**src/rtl/rf_cmd_pkg.sv**
```systemverilog
// rf_cmd_pkg: shared types and default parameters for the RF command master.
//   rsp_err_e : response error code placed on rsp_err
//   state_e   : access sequencer states
//   rf_cmd_t  : one buffered command {write, addr, wdata}
package rf_cmd_pkg;

    localparam int RF_ADDR_W      = 4;
    localparam int RF_DATA_W      = 64;
    localparam int RF_CMD_DEPTH   = 4;
    localparam int RF_TIMEOUT_CYC = 64;

    typedef enum logic [1:0] {
        ERR_OK    = 2'b00,
        ERR_INVAL = 2'b01,
        ERR_TMO   = 2'b10
    } rsp_err_e;

    typedef enum logic [1:0] {
        IDLE,
        ISSUE,
        WAIT,
        RESP
    } state_e;

    typedef struct packed {
        logic                 write;
        logic [RF_ADDR_W-1:0] addr;
        logic [RF_DATA_W-1:0] wdata;
    } rf_cmd_t;

endpackage

```
**src/rtl/rf_cmd_master_if.sv**
```systemverilog
// rf_cmd_master_if: command stream, response stream and RF request/reply bus.
//   cmd_*  : valid/ready command stream (host -> master)
//   rsp_*  : valid/ready response stream (master -> host)
//   rf_*   : register-file request (master -> controller) and reply
// Modports: master = the rf_cmd_master side, slave = host + RF side.
interface rf_cmd_master_if
    import rf_cmd_pkg::*;
#(
    parameter int ADDR_W = RF_ADDR_W,
    parameter int DATA_W = RF_DATA_W
);
    logic              cmd_valid;
    logic              cmd_ready;
    logic              cmd_write;
    logic [ADDR_W-1:0] cmd_addr;
    logic [DATA_W-1:0] cmd_wdata;

    logic              rsp_valid;
    logic              rsp_ready;
    logic [DATA_W-1:0] rsp_rdata;
    logic [1:0]        rsp_err;

    logic [DATA_W-1:0] rf_write_data;
    logic [DATA_W-1:0] rf_read_data;
    logic [ADDR_W-1:0] rf_address;
    logic              rf_read_en;
    logic              rf_write_en;
    logic              rf_invalid_address;
    logic              rf_access_complete;

    modport master (
        input  cmd_valid, cmd_write, cmd_addr, cmd_wdata,
        output cmd_ready,
        output rsp_valid, rsp_rdata, rsp_err,
        input  rsp_ready,
        output rf_write_data, rf_address, rf_read_en, rf_write_en,
        input  rf_read_data, rf_invalid_address, rf_access_complete
    );

    modport slave (
        output cmd_valid, cmd_write, cmd_addr, cmd_wdata,
        input  cmd_ready,
        input  rsp_valid, rsp_rdata, rsp_err,
        output rsp_ready,
        input  rf_write_data, rf_address, rf_read_en, rf_write_en,
        output rf_read_data, rf_invalid_address, rf_access_complete
    );

endinterface

```
**src/rtl/rf_cmd_fifo.sv**
```systemverilog
// rf_cmd_fifo: synchronous FIFO of rf_cmd_t commands.
// Ports:
//   clk, rst    : clock, synchronous active-high reset (empties the FIFO)
//   push, din   : write din when not full
//   pop, dout   : dout is the head entry; pop advances when not empty
//   full, empty : occupancy flags, derived from registered pointers only
module rf_cmd_fifo
    import rf_cmd_pkg::*;
#(
    parameter int DEPTH = RF_CMD_DEPTH
)(
    input  logic    clk,
    input  logic    rst,
    input  logic    push,
    input  rf_cmd_t din,
    input  logic    pop,
    output rf_cmd_t dout,
    output logic    full,
    output logic    empty
);
    localparam int PW = $clog2(DEPTH);

    rf_cmd_t       mem [DEPTH];
    logic [PW:0]   wr_ptr;
    logic [PW:0]   rd_ptr;

    // Extra pointer MSB distinguishes full from empty when the indices match.
    assign empty = (wr_ptr == rd_ptr);
    assign full  = (wr_ptr[PW] != rd_ptr[PW]) && (wr_ptr[PW-1:0] == rd_ptr[PW-1:0]);
    assign dout  = mem[rd_ptr[PW-1:0]];

    always_ff @(posedge clk) begin
        if (push && !full) begin
            mem[wr_ptr[PW-1:0]] <= din;
        end
    end

    always_ff @(posedge clk) begin
        if (rst) begin
            wr_ptr <= '0;
            rd_ptr <= '0;
        end else begin
            if (push && !full) begin
                wr_ptr <= wr_ptr + 1'b1;
            end
            if (pop && !empty) begin
                rd_ptr <= rd_ptr + 1'b1;
            end
        end
    end

endmodule

```
**src/rtl/rf_cmd_master.sv**
```systemverilog
// rf_cmd_master: buffers RF commands and runs one register-file access at a
// time, returning {rdata, err} responses in command order.
// Ports:
//   clk_hmc  : clock (rising edge)
//   res_hmc  : synchronous active-high reset; abandons any access in flight
//   bus      : rf_cmd_master_if.master (cmd stream, rsp stream, rf_* bus)
//   busy     : commands buffered or an access/response outstanding
//   stat_ok, stat_inval, stat_tmo : saturating 16-bit response counters,
//              present only when RF_CMD_MASTER_STATS_EN is defined
//
// state | meaning
// IDLE  | no access; pops the FIFO head when one is buffered
// ISSUE | one-cycle read/write enable, timeout counter cleared
// WAIT  | address/data held, waiting for invalid/complete/timeout
// RESP  | response presented until rsp_ready
module rf_cmd_master
    import rf_cmd_pkg::*;
#(
    parameter int ADDR_W      = RF_ADDR_W,
    parameter int DATA_W      = RF_DATA_W,
    parameter int CMD_DEPTH   = RF_CMD_DEPTH,
    parameter int TIMEOUT_CYC = RF_TIMEOUT_CYC
)(
    input  logic            clk_hmc,
    input  logic            res_hmc,
    rf_cmd_master_if.master bus,
    output logic            busy
`ifdef RF_CMD_MASTER_STATS_EN
    ,
    output logic [15:0]     stat_ok,
    output logic [15:0]     stat_inval,
    output logic [15:0]     stat_tmo
`endif
);
    localparam int             TW       = $clog2(TIMEOUT_CYC);
    localparam logic [TW-1:0]  TMO_LAST = TW'(TIMEOUT_CYC - 1);

    rf_cmd_t           fifo_din;
    rf_cmd_t           fifo_dout;
    logic              fifo_push;
    logic              fifo_pop;
    logic              fifo_full;
    logic              fifo_empty;

    state_e            state_q;
    state_e            state_d;
    logic              acc_write;
    logic [ADDR_W-1:0] acc_addr;
    logic [DATA_W-1:0] acc_wdata;
    logic [TW-1:0]     tmo_cnt;
    logic              cnt_clr;
    logic              cnt_inc;
    logic              rsp_load;
    logic [DATA_W-1:0] rdata_d;
    rsp_err_e          err_d;
    logic [DATA_W-1:0] rsp_rdata_q;
    rsp_err_e          rsp_err_q;

    assign fifo_din  = '{write: bus.cmd_write, addr: bus.cmd_addr, wdata: bus.cmd_wdata};
    assign fifo_push = bus.cmd_valid & ~fifo_full;
    assign bus.cmd_ready = ~fifo_full;

    rf_cmd_fifo #(.DEPTH(CMD_DEPTH)) u_fifo (
        .clk   (clk_hmc),
        .rst   (res_hmc),
        .push  (fifo_push),
        .din   (fifo_din),
        .pop   (fifo_pop),
        .dout  (fifo_dout),
        .full  (fifo_full),
        .empty (fifo_empty)
    );

    always_comb begin
        state_d  = state_q;
        fifo_pop = 1'b0;
        cnt_clr  = 1'b0;
        cnt_inc  = 1'b0;
        rsp_load = 1'b0;
        rdata_d  = '0;
        err_d    = ERR_OK;
        unique case (state_q)
            IDLE: begin
                if (!fifo_empty) begin
                    fifo_pop = 1'b1;
                    state_d  = ISSUE;
                end
            end
            ISSUE: begin
                cnt_clr = 1'b1;
                state_d = WAIT;
            end
            WAIT: begin
                // Invalid beats complete; complete beats an expiring counter.
                if (bus.rf_invalid_address) begin
                    rsp_load = 1'b1;
                    err_d    = ERR_INVAL;
                    state_d  = RESP;
                end else if (bus.rf_access_complete) begin
                    rsp_load = 1'b1;
                    err_d    = ERR_OK;
                    rdata_d  = acc_write ? '0 : bus.rf_read_data;
                    state_d  = RESP;
                end else if (tmo_cnt == TMO_LAST) begin
                    rsp_load = 1'b1;
                    err_d    = ERR_TMO;
                    state_d  = RESP;
                end else begin
                    cnt_inc = 1'b1;
                end
            end
            RESP: begin
                if (bus.rsp_ready) begin
                    if (!fifo_empty) begin
                        fifo_pop = 1'b1;
                        state_d  = ISSUE;
                    end else begin
                        state_d  = IDLE;
                    end
                end
            end
            default: state_d = IDLE;
        endcase
    end

    always_ff @(posedge clk_hmc) begin
        if (res_hmc) begin
            state_q     <= IDLE;
            acc_write   <= 1'b0;
            acc_addr    <= '0;
            acc_wdata   <= '0;
            tmo_cnt     <= '0;
            rsp_rdata_q <= '0;
            rsp_err_q   <= ERR_OK;
        end else begin
            state_q <= state_d;
            if (fifo_pop) begin
                acc_write <= fifo_dout.write;
                acc_addr  <= fifo_dout.addr;
                acc_wdata <= fifo_dout.wdata;
            end
            if (cnt_clr) begin
                tmo_cnt <= '0;
            end else if (cnt_inc) begin
                tmo_cnt <= tmo_cnt + 1'b1;
            end
            if (rsp_load) begin
                rsp_rdata_q <= rdata_d;
                rsp_err_q   <= err_d;
            end
        end
    end

    assign bus.rf_address    = acc_addr;
    assign bus.rf_write_data = acc_wdata;
    assign bus.rf_read_en    = (state_q == ISSUE) & ~acc_write;
    assign bus.rf_write_en   = (state_q == ISSUE) &  acc_write;
    assign bus.rsp_valid     = (state_q == RESP);
    assign bus.rsp_rdata     = rsp_rdata_q;
    assign bus.rsp_err       = rsp_err_q;
    assign busy              = ~fifo_empty | (state_q != IDLE);

`ifdef RF_CMD_MASTER_STATS_EN
    logic rsp_hs;
    assign rsp_hs = (state_q == RESP) & bus.rsp_ready;

    always_ff @(posedge clk_hmc) begin
        if (res_hmc) begin
            stat_ok    <= '0;
            stat_inval <= '0;
            stat_tmo   <= '0;
        end else if (rsp_hs) begin
            if (rsp_err_q == ERR_OK && stat_ok != 16'hFFFF) begin
                stat_ok <= stat_ok + 16'd1;
            end
            if (rsp_err_q == ERR_INVAL && stat_inval != 16'hFFFF) begin
                stat_inval <= stat_inval + 16'd1;
            end
            if (rsp_err_q == ERR_TMO && stat_tmo != 16'hFFFF) begin
                stat_tmo <= stat_tmo + 16'd1;
            end
        end
    end
`endif

endmodule

```
**src/flat_wrapper.sv**
```systemverilog
// flat-port wrapper written by rule: the top's interface ports become plain ports
module rf_cmd_master_flat import rf_cmd_pkg::*;
#(
    parameter int ADDR_W      = RF_ADDR_W,
    parameter int DATA_W      = RF_DATA_W,
    parameter int CMD_DEPTH   = RF_CMD_DEPTH,
    parameter int TIMEOUT_CYC = RF_TIMEOUT_CYC
)
  (clk_hmc, res_hmc, busy, bus_cmd_valid, bus_cmd_write, bus_cmd_addr, bus_cmd_wdata, bus_cmd_ready, bus_rsp_valid, bus_rsp_rdata, bus_rsp_err, bus_rsp_ready, bus_rf_write_data, bus_rf_address, bus_rf_read_en, bus_rf_write_en, bus_rf_read_data, bus_rf_invalid_address, bus_rf_access_complete);
  rf_cmd_master_if #(.ADDR_W(ADDR_W), .DATA_W(DATA_W)) bus_i ();
  input  logic clk_hmc;
  input  logic res_hmc;
  output logic busy;
  input wire logic [$bits(bus_i.cmd_valid)-1:0] bus_cmd_valid;
  input wire logic [$bits(bus_i.cmd_write)-1:0] bus_cmd_write;
  input wire logic [$bits(bus_i.cmd_addr)-1:0] bus_cmd_addr;
  input wire logic [$bits(bus_i.cmd_wdata)-1:0] bus_cmd_wdata;
  output wire logic [$bits(bus_i.cmd_ready)-1:0] bus_cmd_ready;
  output wire logic [$bits(bus_i.rsp_valid)-1:0] bus_rsp_valid;
  output wire logic [$bits(bus_i.rsp_rdata)-1:0] bus_rsp_rdata;
  output wire logic [$bits(bus_i.rsp_err)-1:0] bus_rsp_err;
  input wire logic [$bits(bus_i.rsp_ready)-1:0] bus_rsp_ready;
  output wire logic [$bits(bus_i.rf_write_data)-1:0] bus_rf_write_data;
  output wire logic [$bits(bus_i.rf_address)-1:0] bus_rf_address;
  output wire logic [$bits(bus_i.rf_read_en)-1:0] bus_rf_read_en;
  output wire logic [$bits(bus_i.rf_write_en)-1:0] bus_rf_write_en;
  input wire logic [$bits(bus_i.rf_read_data)-1:0] bus_rf_read_data;
  input wire logic [$bits(bus_i.rf_invalid_address)-1:0] bus_rf_invalid_address;
  input wire logic [$bits(bus_i.rf_access_complete)-1:0] bus_rf_access_complete;
  assign bus_i.cmd_valid = bus_cmd_valid;
  assign bus_i.cmd_write = bus_cmd_write;
  assign bus_i.cmd_addr = bus_cmd_addr;
  assign bus_i.cmd_wdata = bus_cmd_wdata;
  assign bus_cmd_ready = bus_i.cmd_ready;
  assign bus_rsp_valid = bus_i.rsp_valid;
  assign bus_rsp_rdata = bus_i.rsp_rdata;
  assign bus_rsp_err = bus_i.rsp_err;
  assign bus_i.rsp_ready = bus_rsp_ready;
  assign bus_rf_write_data = bus_i.rf_write_data;
  assign bus_rf_address = bus_i.rf_address;
  assign bus_rf_read_en = bus_i.rf_read_en;
  assign bus_rf_write_en = bus_i.rf_write_en;
  assign bus_i.rf_read_data = bus_rf_read_data;
  assign bus_i.rf_invalid_address = bus_rf_invalid_address;
  assign bus_i.rf_access_complete = bus_rf_access_complete;
  rf_cmd_master #(.ADDR_W(ADDR_W), .DATA_W(DATA_W), .CMD_DEPTH(CMD_DEPTH), .TIMEOUT_CYC(TIMEOUT_CYC)) u_core (.clk_hmc(clk_hmc), .res_hmc(res_hmc), .bus(bus_i), .busy(busy));
endmodule
```
**config.mk**
```make
export PLATFORM = sky130hd
export DESIGN_NAME = rf_cmd_master_flat
export DESIGN_NICKNAME = d
export VERILOG_FILES = /design/src/rtl/rf_cmd_pkg.sv /design/src/rtl/rf_cmd_master_if.sv /design/src/rtl/rf_cmd_fifo.sv /design/src/rtl/rf_cmd_master.sv /design/src/flat_wrapper.sv
export SDC_FILE = /design/constraint.sdc
export NUM_CORES = 1
export LEC_CHECK = 0
export ABC_AREA = 1
export BUFFER_PORTS_ARGS = -buffer_cell sky130_fd_sc_hd__buf_4
export CAP_MARGIN = 20
export CORE_ASPECT_RATIO = 1.2
export CORE_MARGIN = 2
export CORE_UTILIZATION = 45
export CTS_BUF_LIST = sky130_fd_sc_hd__clkbuf_4 sky130_fd_sc_hd__clkbuf_8
export DETAILED_ROUTE_END_ITERATION = 12
export MAX_ROUTING_LAYER = met4
export PLACE_DENSITY = 0.66
export SYNTH_ARGS = -nofsm -noshare
export SYNTH_HDL_FRONTEND = slang
export SYNTH_SLANG_ARGS = --single-unit
```
**constraint.sdc**
```tcl
create_clock -name clk_hmc -period 9.3 [get_ports clk_hmc]
set_input_delay 0.465 -clock clk_hmc [delete_from_list [all_inputs] [get_ports clk_hmc]]
set_output_delay 0.465 -clock clk_hmc [all_outputs]
set_load 0.01 [all_outputs]
```
### Word level (Yosys, flattened, before mapping)

Memories as Yosys holds them, arrays and structs flattened. A register that Yosys moved wholly into a read port is not among the register bits.
Index checks and enable logic that the tools add are counted.

| storage, ports and cells | value |
|---|---|
| bits in registers | 80 |
| bits in latches | 0 |
| bits in writable memories | 276 |
| memory bits (read-only) | 0 |
| input bits | 139 |
| output and inout bits | 139 |
| word-level logic and storage cells | 65 |
| memories | 1 |

Memory list:

| name | depth | width | rd ports | clocked after Yosys merged registers in | write ports | line | source |
|---|---|---|---|---|---|---|---|
| u_core.u_fifo.mem | 4 | 69 | 1 | 1 | 1 | rf_cmd_fifo.sv:23 | `rf_cmd_t mem [DEPTH];` |

| cells by class | value |
|---|---|
| $add $sub $neg | 3 |
| $mul | 0 |
| div/mod/pow operators | 0 |
| $lt $le $gt $ge | 0 |
| equal/unequal tests | 10 |
| shift-type cells | 0 |
| muxes and demuxes | 29 |
| bitwise logic cells | 7 |
| reduce and logical (&&, ||, !) cells | 9 |

Operators by type and width:

| cell | count |
|---|---|
| 64-bit two-way mux | 4 |
| 2-bit two-way mux | 9 |
| 1-bit two-way mux | 14 |
| 2-bit one-hot mux with 4 select lines | 1 |
| 3-bit by 1-bit adder with 3-bit output (second input constant) | 2 |
| 6-bit by 1-bit adder with 6-bit output (second input constant) | 1 |
| 6-bit equality test (second input constant) | 1 |
| 2-bit equality test (second input constant) | 2 |
| 4-bit by 3-bit inequality test with 1-bit output (second input constant) | 1 |
| 1-bit AND | 3 |
| 3-bit equality test | 1 |
| 1-bit logical AND | 3 |
| 1-bit inverter | 3 |
| 3-bit AND reduction | 1 |
| 2-bit by 1-bit equality test with 1-bit output (second input constant) | 1 |
| 2-bit equality test | 1 |
| 1-bit logical NOT | 2 |
| 2-bit logical NOT | 1 |
| 2-bit by 1-bit inequality test with 1-bit output (second input constant) | 1 |
| 2-bit inequality test (second input constant) | 1 |
| 1-bit one-hot mux with 2 select lines | 1 |
| 2-bit nonzero test | 1 |
| 2-bit OR reduction | 1 |
| 1-bit inequality test | 1 |
| 1-bit bitwise OR | 1 |

### Longest topological paths before layout

Gate-level depths: netlist (run 1).

| logic depth | value |
|---|---|
| depth in word-level cells | 7 |
| gate-level depth with buffers | 11 |

### By module

From an unflattened synthesis (run 1), not the netlist that was laid out.

| unflattened totals | value |
|---|---|
| cells, all modules | 1420 |
| area total of the unflattened synthesis | 16507.1 sq um |

By module, submodules not included:

| module | instances | cells each | area an instance (sq um) | sequential area each (sq um) |
|---|---|---|---|---|
| rf_cmd_fifo | 1 | 743 | 10719.0 | 8448.1 |
| rf_cmd_master | 1 | 677 | 5788.1 | 2862.7 |

### Worst setup path after synthesis (run 1)

Ideal clock, no wire load.

| timing | value |
|---|---|
| kind | register -> register |
| start point | reg u_core.u_fifo.rd_ptr[1] |
| end point | mem u_core.u_fifo.mem[0][0] (netlist bit), enable pin |
| library setup time | 0.497 ns |
| data arrival time | 3.927 ns |
| required time | 8.803 ns |
| slack | 4.876 ns |
| stages on the path, launching flop included | 7 |
| buffers on the path | 0 |
| cell sequence | dfxtp_1 > inv_2 > nand2_1 > nand2_2 > nand4_1 > nand2_1 > nor2_1 |

| between the ends | value |
|---|---|
| cells in the longest elaborated chain, start to end | 7 |
| elaborated cells between the ends (all ways) | 8 |
| those cells by class | eq/ne: 1; mux: 2; bitwise: 2; reduce/logical: 3 |

Ends and longest elaborated chain:

| item | line | source |
|---|---|---|
| start, declared | rf_cmd_fifo.sv:25 | `logic [PW:0] rd_ptr;` |
| start signal, assigned | rf_cmd_fifo.sv:47 | `rd_ptr <= rd_ptr + 1'b1;` |
| 2-bit equality test | rf_cmd_fifo.sv:29 | `assign full = (wr_ptr[PW] != rd_ptr[PW]) && (wr_ptr[PW-1:0] == rd_ptr[PW-1:0]);` |
| 1-bit logical AND | rf_cmd_fifo.sv:29 |  |
| 1-bit inverter | - |  |
| net bus_cmd_ready | flat_wrapper.sv:18 | `output wire logic [$bits(bus_i.cmd_ready)-1:0] bus_cmd_ready;` |
| 1-bit AND | rf_cmd_master.sv:60 | `assign fifo_push = bus.cmd_valid & ~fifo_full;` |
| 1-bit logical AND | rf_cmd_fifo.sv:33 | `if (push && !full) begin` |
| 1-bit two-way mux | rf_cmd_fifo.sv:33 |  |
| 1-bit two-way mux (not written as such) | rf_cmd_fifo.sv:34 | `mem[wr_ptr[PW-1:0]] <= din;` |
| end, declared | rf_cmd_fifo.sv:23 |  |

The timed path passes the listed nets, and every way through them passes these cells.

### Worst setup path after layout (run 1)

| timing | value |
|---|---|
| start point | reg u_core.u_fifo.rd_ptr[1] |
| end point | mem u_core.u_fifo.mem[2][36] (netlist bit), enable pin |

| between the ends | value |
|---|---|
| cells in the longest elaborated chain, start to end | 7 |
| elaborated cells between the ends (all ways) | 8 |
| those cells by class | eq/ne: 1; mux: 2; bitwise: 2; reduce/logical: 3 |

Ends and longest elaborated chain:

| item | line |
|---|---|
| 2-bit equality test (*) | rf_cmd_fifo.sv:29 |
| 1-bit logical AND (*) | rf_cmd_fifo.sv:29 |
| 1-bit inverter | rf_cmd_master.sv:60 |
| 1-bit AND | rf_cmd_master.sv:60 |
| 1-bit logical AND (*) | rf_cmd_fifo.sv:33 |
| 1-bit two-way mux (*) | rf_cmd_fifo.sv:33 |
| 1-bit two-way mux (not written as such) (*) | rf_cmd_fifo.sv:34 |

Every way passes the cells marked *; elsewhere a longest branch is shown, timed or not.

==> results of run 1 <==
## per-stage QoR
step	util, %	worst slack [ns]	power (W)
after CTS	56.1	6.39	0.00553
after floorplan	-	4.88	0.00341
after global placement	52.2	6.37	0.00394
final	56.2	6.45	0.00547
after global routing	56.2	6.12	0.00581
after detailed placement	52.2	6.38	0.00397
## kinds of logic after synthesis
logic type	after synthesis	synth area share [%]
AND/OR/NAND/NOR	466	12.0
flip-flops	425	71.4
AO/OA/AOI/OAI	364	12.1
buffers and inverters	119	3.42
adder cells (fa/ha/maj)	11	0.872
XOR/XNOR	2	0.111
## cell usage after synthesis, types with 7 or more instances
cell type  number  area (um2)
o21ai_0       146         731
buf_6           7        78.8
buf_2          23         115
o22ai_1        69         432
inv_1          22        82.6
nor2_1        155         582
ha_1           11         138
clkbuf_1       61         229
a21oi_1       144         721
edfxtp_1      276        8290
nand3_1        71         355
nand2_1       228         856
dfxtp_1       149        2980
## worst min path at each step
stage                                        start                  endpoint  slack, ns  depth (start not counted)
after floorplan                  u_core.tmo_cnt[0]         u_core.tmo_cnt[0]       0.46                          1
after global placement    u_core.bus.rsp_rdata[44]  u_core.bus.rsp_rdata[44]       0.45                          2
after detailed placement  u_core.bus.rsp_rdata[62]  u_core.bus.rsp_rdata[62]       0.45                          2
after CTS                         bus_cmd_wdata[2]   u_core.u_fifo.mem[3][2]       0.04                          1
after global routing              bus_cmd_wdata[2]   u_core.u_fifo.mem[3][2]       0.05                          1
final                            bus_cmd_wdata[39]  u_core.u_fifo.mem[3][39]       0.08                          1
## registers in the layout, indices dropped and copies added, names as in the netlist, 2 cells and up
signal / cells
u_core.u_fifo.mem: 276
u_core.bus.rf_write_data: 64
u_core.bus.rsp_rdata: 64
u_core.tmo_cnt: 6
u_core.bus.rf_address: 4
u_core.u_fifo.rd_ptr: 3
u_core.u_fifo.wr_ptr: 3
u_core.bus.rsp_err: 2
u_core.state_q: 2
## layer usage
layer | track usage [%] | vias to the layer above
li1 | - | 5445
met1 | 24.9 | 5361
met2 | 34.9 | 387
met3 | 5.90 | 51
met4 | 6.01 | 0
met5 | - | -
## power by group
group          total [W]  internal [W]  leakage (nW)  switching, W
logic            0.00157      0.000549          2.75       0.00102
registers        0.00234       0.00223          3.75      0.000112
clock network    0.00155      0.000855         0.707      0.000698
total            0.00547       0.00364          7.20       0.00183
## layout make-up
type,count,share of cell area [%]
Antenna cell,1,0.0128
Clock buffer,102,6.36
Clock inverter,21,0.558
Inverter,24,0.475
Multi-Input combinational cell,843,20.5
Sequential cell,425,57.8
Tap cell,462,2.96
Timing Repair Buffer,291,11.3
==> qor.txt, run 1 <==
status: complete, no violations
synthesis warning total: 0
IO buf count: 277
Placed Area: 18100 um2
Worst Skew: 0.0300 ns
clk buf depth: 3
commonest cells after routing, fill and taps aside: buf_4, edfxtp_1, nand2_1, nor2_1, dfxtp_1
row count: 75
most common cell after layout, fill and taps aside: buf_4
Buf+Inv Stages, Crit Path: 3
vias in the first global route: 10.9k
met2 WL: 18700 um
RSZ-0062 raised after global routing: no
worst path required time: 9.48 ns
P_leak: 7.20 nW
Reg2Reg Launch Point: u_core.u_fifo.rd_ptr[1]
Critical Path Sink: u_core.u_fifo.mem[2][36]
Max FO, Critical Path: 71
asr flop ratio synth: 0%
Die Height: 209 um
H-tree depth: 3
Max Slew Vio Count: 0
CP Launch Type: flip-flop
setup tns final: 0 ns
period utilization: 30.7%
Residual DRC: 0
layout cells sized above 1: 24.7%
first-pass GRT wire length: 58800 um
slowest stage delay, CP: 0.84 ns
post-route minimum period: 2.85 ns
drt first pass iters: 7
placer congestion estimate: 0.810
Vias: 11.2k
DR top layer: met4
post-route cell area: 19500 um2
WL final: 37800 um
cells along the critical path: inv_2 > buf_4 > nand2_1 > nand2_2 > nand4_1 > nand2_1 > nor2_4 > buf_4
Cell Area, Synth: 15800 um2
die width: 175 um
hold_buf cts: 0
area of the multi-input gates: 4010 um2
Worst Setup Path Type: flip-flop to flip-flop
Fin. Hold Viols: 0
R2R setup slack: 6.45 ns
Fill cells: 2992
Syn Inst Count: 1387
Worst-Margin Slew: 1.10 ns
Peak VDD IR: 0.193 mV
Non-Filler Instances: 2169
Die ar.: 36600 um2
post_cts resized: 0
FMAX: 0.350 GHz
final hold slack: 0.0800 ns
max-cap violations: 0
WP data arrival: 3.04 ns
post-synth cell types: 30
CP Depth: 8
Top FF cell, synth: edfxtp_1
Detail Route Antenna Nets: 0
PwrDens: 280 nW/um2
worst skew pair latency: 0.58 ns
Crit Reg-Reg Endpoint: u_core.u_fifo.mem[2][36]
Seq cells post-synth: 425
CTS buffer count: 67
met1 wire length: 15400 um
CP startpoint: u_core.u_fifo.rd_ptr[1]
register area share after synthesis: 71.4%
Post-CTS Setup Bufs: 0
register area: 11300 um2
first-iteration detailed-routing DRC count: 719
Worst Hold Class: input port to flip-flop
syn_nets: 1537
setup violators final: 0
initial core utilization: 45.4%
Inst Count DP: 2044
Root Buffer: clkbuf_8
DR WL/cell: 17.4 um
hpwl dp: 21800 um
r2r worst-path depth: 8
Net count, final: 1802
critical path's slowest cell: buf_4
vias per inst: 5.18
routed wl met3: 3070 um
CORE AREA: 34700 um2
largest net degree at the start of global routing: 121
CTS tree: yes
CTS clock-pin slew for the worst setup and hold paths: 0.06 ns
critical path capture point type: flip-flop
syn_area_per_cell: 11.4 um2
Area growth syn-to-layout: 23.7%
GRT Overall Usage: 21.0%
number of flops mapped to enable cells by yosys: 276
I/O pin count: 278
Slew headroom: 26.7%
Overflow after GRT: 0
crit-path leading delay family: buffers and inverters
CTS Sinks: 425
initial antenna violation count: 0
Note: power is estimated with default switching activity, not from simulation.
==> inputs of run 2 (changes only) <==
--- a/config.mk
+++ b/config.mk
@@ -14,7 +14,7 @@
 export CTS_BUF_LIST = sky130_fd_sc_hd__clkbuf_4 sky130_fd_sc_hd__clkbuf_8
 export DETAILED_ROUTE_END_ITERATION = 12
 export MAX_ROUTING_LAYER = met4
-export PLACE_DENSITY = 0.66
+export PLACE_DENSITY = 0.69
 export SYNTH_ARGS = -nofsm -noshare
 export SYNTH_HDL_FRONTEND = slang
 export SYNTH_SLANG_ARGS = --single-unit
==> constraint.sdc (replaced) <==
create_clock -name clk_hmc -period 2.6 [get_ports clk_hmc]
set_input_delay 0.13 -clock clk_hmc [delete_from_list [all_inputs] [get_ports clk_hmc]]
set_output_delay 0.13 -clock clk_hmc [all_outputs]
set_load 0.01 [all_outputs]
==> run 2 against run 1 <==
  * Register-to-register slack got worse by 6.2 ns
  * First-iteration DRC count increased by 0.28%
  * Global-route usage increased by 1.4 points
  * Clock power increased to 3.6 times the previous value
  * Setup slack got worse by 6.2 ns
  * Utilization increased by 4.5 points
  * Critical endpoint is now u_core.bus.rsp_rdata[58]
  * Largest cell class unchanged
  * Highest routed layer unchanged
==> qor.txt, run 2 (same netlist as run 1, synthesis figures left out) <==
WP data arrival: 2.90 ns (was 3.04 ns)
RSZ-0062 raised after global routing: no (unchanged)
Net count, final: 1950 (was 1802)
Fill cells: 2699 (was 2992)
period utilization: 91.6% (was 30.7%)
Fin. Hold Viols: 0 (unchanged)
layout cells sized above 1: 23.5% (was 24.7%)
hpwl dp: 22800 um (was 21800 um)
Root Buffer: clkbuf_8 (unchanged)
P_int: 0.0133 W (was 0.00364 W)
status: complete, no violations (unchanged)
Worst Setup Path Type: flip-flop to flip-flop (unchanged)
Worst Hold Class: input port to flip-flop (unchanged)
PwrDens: 953 nW/um2 (was 280 nW/um2)
Die Height: 209 um (unchanged)
CP Launch Type: flip-flop (unchanged)
Max FO, Critical Path: 20 (was 71)
Worst Skew: 0.0259 ns (was 0.0300 ns)
P_leak: 7.89 nW (was 7.20 nW)
max-cap violations: 0 (unchanged)
most common cell after layout, fill and taps aside: buf_4 (unchanged)
WL final: 40800 um (was 37800 um)
CORE AREA: 34700 um2 (unchanged)
Overflow after GRT: 0 (unchanged)
Vias: 12.1k (was 11.2k)
I/O pin count: 278 (unchanged)
Inst Count DP: 2056 (was 2044)
commonest cells after routing, fill and taps aside: buf_4, edfxtp_1, nand2_1, nor2_1, dfxtp_1 (unchanged)
CTS buffer count: 66 (was 67)
initial core utilization: 45.4% (unchanged)
IO buf count: 277 (unchanged)
critical path capture point type: flip-flop (unchanged)
Tot Pwr: 0.0201 W (was 0.00547 W)
max reg flops: 276 (unchanged)
worst hold path depth: 6 (was 1)
Slew headroom: 36.7% (was 26.7%)
drt first pass iters: 7 (unchanged)
vias per inst: 5.25 (was 5.18)
register area: 11300 um2 (unchanged)
Non-Filler Instances: 2314 (was 2169)
setup violators final: 0 (unchanged)
die width: 175 um (unchanged)
CTS tree: yes (unchanged)
clk buf depth: 3 (unchanged)
Worst-Margin Slew: 0.949 ns (was 1.10 ns)
antenna cell count: 0 (was 1)
first-pass GRT wire length: 62700 um (was 58800 um)
switching part of the total: 33.6% (was 33.5%)
FMAX: 0.420 GHz (was 0.350 GHz)
Die ar.: 36600 um2 (unchanged)
Residual DRC: 0 (unchanged)
worst skew pair latency: 0.59 ns (was 0.58 ns)
worst path required time: 3.12 ns (was 9.48 ns)
GRT Overall Usage: 22.4% (was 21.0%)
Flop pwr share: 41.8% (was 42.9%)
placer congestion estimate: 0.907 (was 0.810)
Area growth syn-to-layout: 33.6% (was 23.7%)
combinational fraction of design power: 30.1% (was 28.7%)
row count: 75 (unchanged)
CTS Sinks: 425 (unchanged)
Max Slew Vio Count: 0 (unchanged)
Worst Setup Slack, final: 0.219 ns (was 6.45 ns)
vias in the first global route: 12.0k (was 10.9k)
Detail Route Antenna Nets: 0 (unchanged)
Post-CTS Setup Bufs: 0 (unchanged)
initial antenna violation count: 0 (unchanged)
H-tree depth: 3 (unchanged)
CTS clock-pin slew for the worst setup and hold paths: 0.06 ns (about the same)
r2r worst-path depth: 8 (unchanged)
post-route minimum period: 2.38 ns (was 2.85 ns)
Peak VDD IR: 0.767 mV (was 0.193 mV)
first-iteration detailed-routing DRC count: 721 (was 719)
largest net degree at the start of global routing: 141 (was 121)
DR WL/cell: 17.7 um (was 17.4 um)
Switching Power: 0.00675 W (was 0.00183 W)
area of the multi-input gates: 4010 um2 (unchanged)
clock share of power: 28.1% (was 28.4%)
Placement Setup Slack: 0.455 ns (was 6.38 ns)
[run 2: critical path, cell delays in order (launching register included)]
cell	delay, ns
dfxtp_1	0.34
ha_1	0.24
nand3_1	0.09
nor2_1	0.08
o21ai_4	0.42
buf_4	0.34
nand2_1	0.08
a21oi_1	0.13
dlygate4sd3_1	0.60
[run 2: through the flow]
step	utilization [%]	TNS [ns]	hold WS [ns]	instance area [um2]
after floorplan	-	-196.12	0.229	15800
after global placement	52.8	0	0.329	18300
after detailed placement	52.8	0	0.332	18300
after CTS	60.7	0	0.00293	21100
after global routing	60.7	0	0.0755	21100
final	60.7	0	0.0563	21100
[run 2: path summary, 6_finish.rpt]
path,startpoint,endpoint,slack [ns]
worst min-delay path,bus_rf_access_complete,u_core.bus.rsp_err[1],0.06
worst min register to register,u_core.bus.rsp_err[1],u_core.bus.rsp_err[1],0.46
worst max-delay path,u_core.tmo_cnt[0],u_core.bus.rsp_rdata[58],0.22
worst max register to register,u_core.tmo_cnt[0],u_core.bus.rsp_rdata[58],0.22
[run 2: final cells by class]
type,instances,area share [%]
Inverter,24,0.439
Multi-Input combinational cell,843,19.0
Timing Repair Buffer,440,17.8
Clock inverter,14,0.386
Clock buffer,106,6.06
Tap cell,462,2.74
Sequential cell,425,53.5
[run 2: power by group through the flow]
stage          sequential, W  combinational (W)  clock (W)
4_1_cts              0.00840            0.00610    0.00581
5_1_grt              0.00846            0.00670    0.00610
6_report             0.00839            0.00605    0.00565
3_3_place_gp         0.00851            0.00577          0
2_1_floorplan        0.00866            0.00353          0
3_5_place_dp         0.00853            0.00591          0
[run 2: repair_timing]
item | 4_1_cts | 5_1_grt
hold buffers | 138 | 0
gates resized for setup | 0 | 0
endpoints found under the hold margin | 346 | 0
[run 2: layer usage]
metal | global-route usage, % | share of wire (%)
met2 | 38.2 | 50
met5 | - | 0
met3 | 4.95 | 7.7
met4 | 7.96 | 2.5
met1 | 26.0 | 40
==> inputs of run 3 (changes only) <==
==> constraint.sdc (replaced) <==
create_clock -name clk_hmc -period 2 [get_ports clk_hmc]
set_input_delay 0.1 -clock clk_hmc [delete_from_list [all_inputs] [get_ports clk_hmc]]
set_output_delay 0.1 -clock clk_hmc [all_outputs]
set_load 0.01 [all_outputs]
==> run 3 against run 2 <==
  * Sequential power is 30% higher
  * Die area unchanged
  * Setup slack got worse by 0.059 ns
  * Largest power group unchanged
  * Non-clock buffer count is 8 higher
  * Highest routed layer unchanged
  * Flip-flop and latch count is the same
  * Global-route usage up 0.25 points
  * Routed wire length increased by 0.98%
==> qor.txt, run 3 (same netlist as run 1, synthesis figures left out) <==
period utilization: 92.0% (was 91.6%)
most common cell after layout, fill and taps aside: buf_4 (unchanged)
final hold slack: 0.264 ns (was 0.0563 ns)
Net count, final: 1958 (was 1950)
Root Buffer: clkbuf_8 (unchanged)
worst skew pair latency: 0.57 ns (was 0.59 ns)
max reg flops: 276 (unchanged)
clock share of power: 27.2% (was 28.1%)
Buf+Inv Stages, Crit Path: 3 (was 2)
Slew headroom: 59.6% (was 36.7%)
Flop pwr share: 41.1% (was 41.8%)
row count: 75 (unchanged)
Overflow after GRT: 0 (unchanged)
Worst Setup Path Type: flip-flop to flip-flop (unchanged)
Worst Setup Slack, final: 0.160 ns (was 0.219 ns)
Worst Skew: 0.0169 ns (was 0.0259 ns)
Area growth syn-to-layout: 34.8% (was 33.6%)
worst hold path depth: 2 (was 6)
placer congestion estimate: 0.831 (was 0.907)
CP Depth: 9 (was 8)
setup violators final: 0 (unchanged)
CTS Sinks: 425 (unchanged)
WL final: 41200 um (was 40800 um)
Placement Setup Slack: 0.138 ns (was 0.455 ns)
Residual DRC: 0 (unchanged)
WP data arrival: 2.31 ns (was 2.90 ns)
vias per inst: 5.23 (was 5.25)
critical path's slowest cell: dfxtp_1 (was dlygate4sd3_1)
CTS tree: yes (unchanged)
Worst path most repeated cell: nor2_1
r2r worst-path depth: 9 (was 8)
first-iteration detailed-routing DRC count: 825 (was 721)
P_leak: 7.95 nW (was 7.89 nW)
H-tree depth: 3 (unchanged)
CORE AREA: 34700 um2 (unchanged)
Max Slew Vio Count: 0 (unchanged)
I/O pin count: 278 (unchanged)
CP Launch Type: flip-flop (unchanged)
commonest cells after routing, fill and taps aside: buf_4, edfxtp_1, nand2_1, nor2_1, o21ai_0 (was buf_4, edfxtp_1, nand2_1, nor2_1, dfxtp_1)
layout cells sized above 1: 23.7% (was 23.5%)
Switching Power: 0.00891 W (was 0.00675 W)
first-pass GRT wire length: 63400 um (was 62700 um)
cells along the critical path: inv_1 > ha_1 > nor2_1 > nand2_4 > inv_6 > buf_12 > nand2_1 > o21ai_1 > nor2_1 (was ha_1 > nand3_1 > nor2_1 > o21ai_4 > buf_4 > nand2_1 > a21oi_1 > dlygate4sd3_1)
initial core utilization: 45.4% (unchanged)
GRT Overall Usage: 22.6% (was 22.4%)
switching part of the total: 33.6% (about the same)
die width: 175 um (unchanged)
Peak VDD IR: 0.841 mV (was 0.767 mV)
initial antenna violation count: 2 (was 0)
vias in the first global route: 11.8k (was 12.0k)
CTS clock-pin slew for the worst setup and hold paths: 0.06 ns (about the same)
P_int: 0.0176 W (was 0.0133 W)
FMAX: 0.544 GHz (was 0.420 GHz)
crit-path leading delay family: simple AND/OR/NAND/NOR gates (was buffers and inverters)
slowest stage delay, CP: 0.40 ns (was 0.60 ns)
post-route minimum period: 1.84 ns (was 2.38 ns)
CTS buffer count: 66 (unchanged)
Worst-Margin Slew: 0.605 ns (was 0.949 ns)
PwrDens: 1250 nW/um2 (was 953 nW/um2)
worst path required time: 2.47 ns (was 3.12 ns)
clk buf depth: 3 (unchanged)
Die Height: 209 um (unchanged)
post-layout util: 61.2% (was 60.7%)
Die ar.: 36600 um2 (unchanged)
RSZ-0062 raised after global routing: no (unchanged)
DR WL/cell: 17.8 um (was 17.7 um)
critical path capture point type: flip-flop (unchanged)
max-cap violations: 0 (unchanged)
Worst Hold Class: input port to flip-flop (unchanged)
IO buf count: 277 (unchanged)
Detail Route Antenna Nets: 0 (unchanged)
Tot Pwr: 0.0265 W (was 0.0201 W)
drt first pass iters: 5 (was 7)
status: complete, no violations (unchanged)
combinational fraction of design power: 31.7% (was 30.1%)
Fin. Hold Viols: 0 (unchanged)
Max FO, Critical Path: 18 (was 20)
largest net degree at the start of global routing: 141 (unchanged)
hpwl dp: 22900 um (was 22800 um)
Vias: 12.1k (about the same)
## run 3: cell count changes in the layout (fill, tap and decap cells not counted), sizes merged
cell	delta
clkinvlp	+2
dlygate4sd3	+1
clkbuf	-5
clkinv	+4
diode	+2
inv	-3
bufinv	+1
buf	+5
## run 3: stage by stage
stage | area [um2] | instances | setup TNS, ns
3_5_place_dp | 18500 | 2061 | 0
5_1_grt | 21300 | 2321 | 0
4_1_cts | 21200 | 2317 | 0
6_report | 21300 | 2321 | 0
2_1_floorplan | 15800 | 1387 | -108.69
3_3_place_gp | 18500 | 2061 | 0
## run 3: what timing repair did
action,in CTS,in global routing
setup buffers,0,0
endpoints found under the hold margin,363,0
gates resized for setup,0,3
hold buffers,139,0
setup endpoints to repair,0,1
## run 3: final timing paths
kind / from / to / slack, ns
max: u_core.state_q[0] / u_core.u_fifo.rd_ptr[2] / 0.16
min: bus_cmd_wdata[34] / u_core.u_fifo.mem[1][34] / 0.26
max reg2reg: u_core.state_q[0] / u_core.u_fifo.rd_ptr[2] / 0.16
min reg2reg: u_core.bus.rsp_rdata[35] / u_core.bus.rsp_rdata[35] / 0.46
## run 3: layout make-up
class,count,area [um2]
fillers,2708,13500
flip-flops and latches,425,11300
multi-input cells,843,4020
repair buffers,448,3950
clock buffers,99,1210
well taps,462,578
clock inverters,18,116
inverters,24,100
diodes,2,5.00
## run 3: layer usage
metal  vias up  global-route usage, %  routed length, um
met3        74                   5.39               3300
met4         0                   6.81                872
met2       495                   38.6              20700
met1      5796                   26.6              16400
li1       5768                      -                  -
met5         -                      -                  0
## run 3: power by group through the flow
stage | Clock (W) | Sequential, W | Combinational (W)
2_1_floorplan | 0 | 0.0113 | 0.00462
3_3_place_gp | 0 | 0.0111 | 0.00776
3_5_place_dp | 0 | 0.0111 | 0.00792
4_1_cts | 0.00741 | 0.0109 | 0.00815
5_1_grt | 0.00776 | 0.0110 | 0.00927
6_report | 0.00722 | 0.0109 | 0.00840
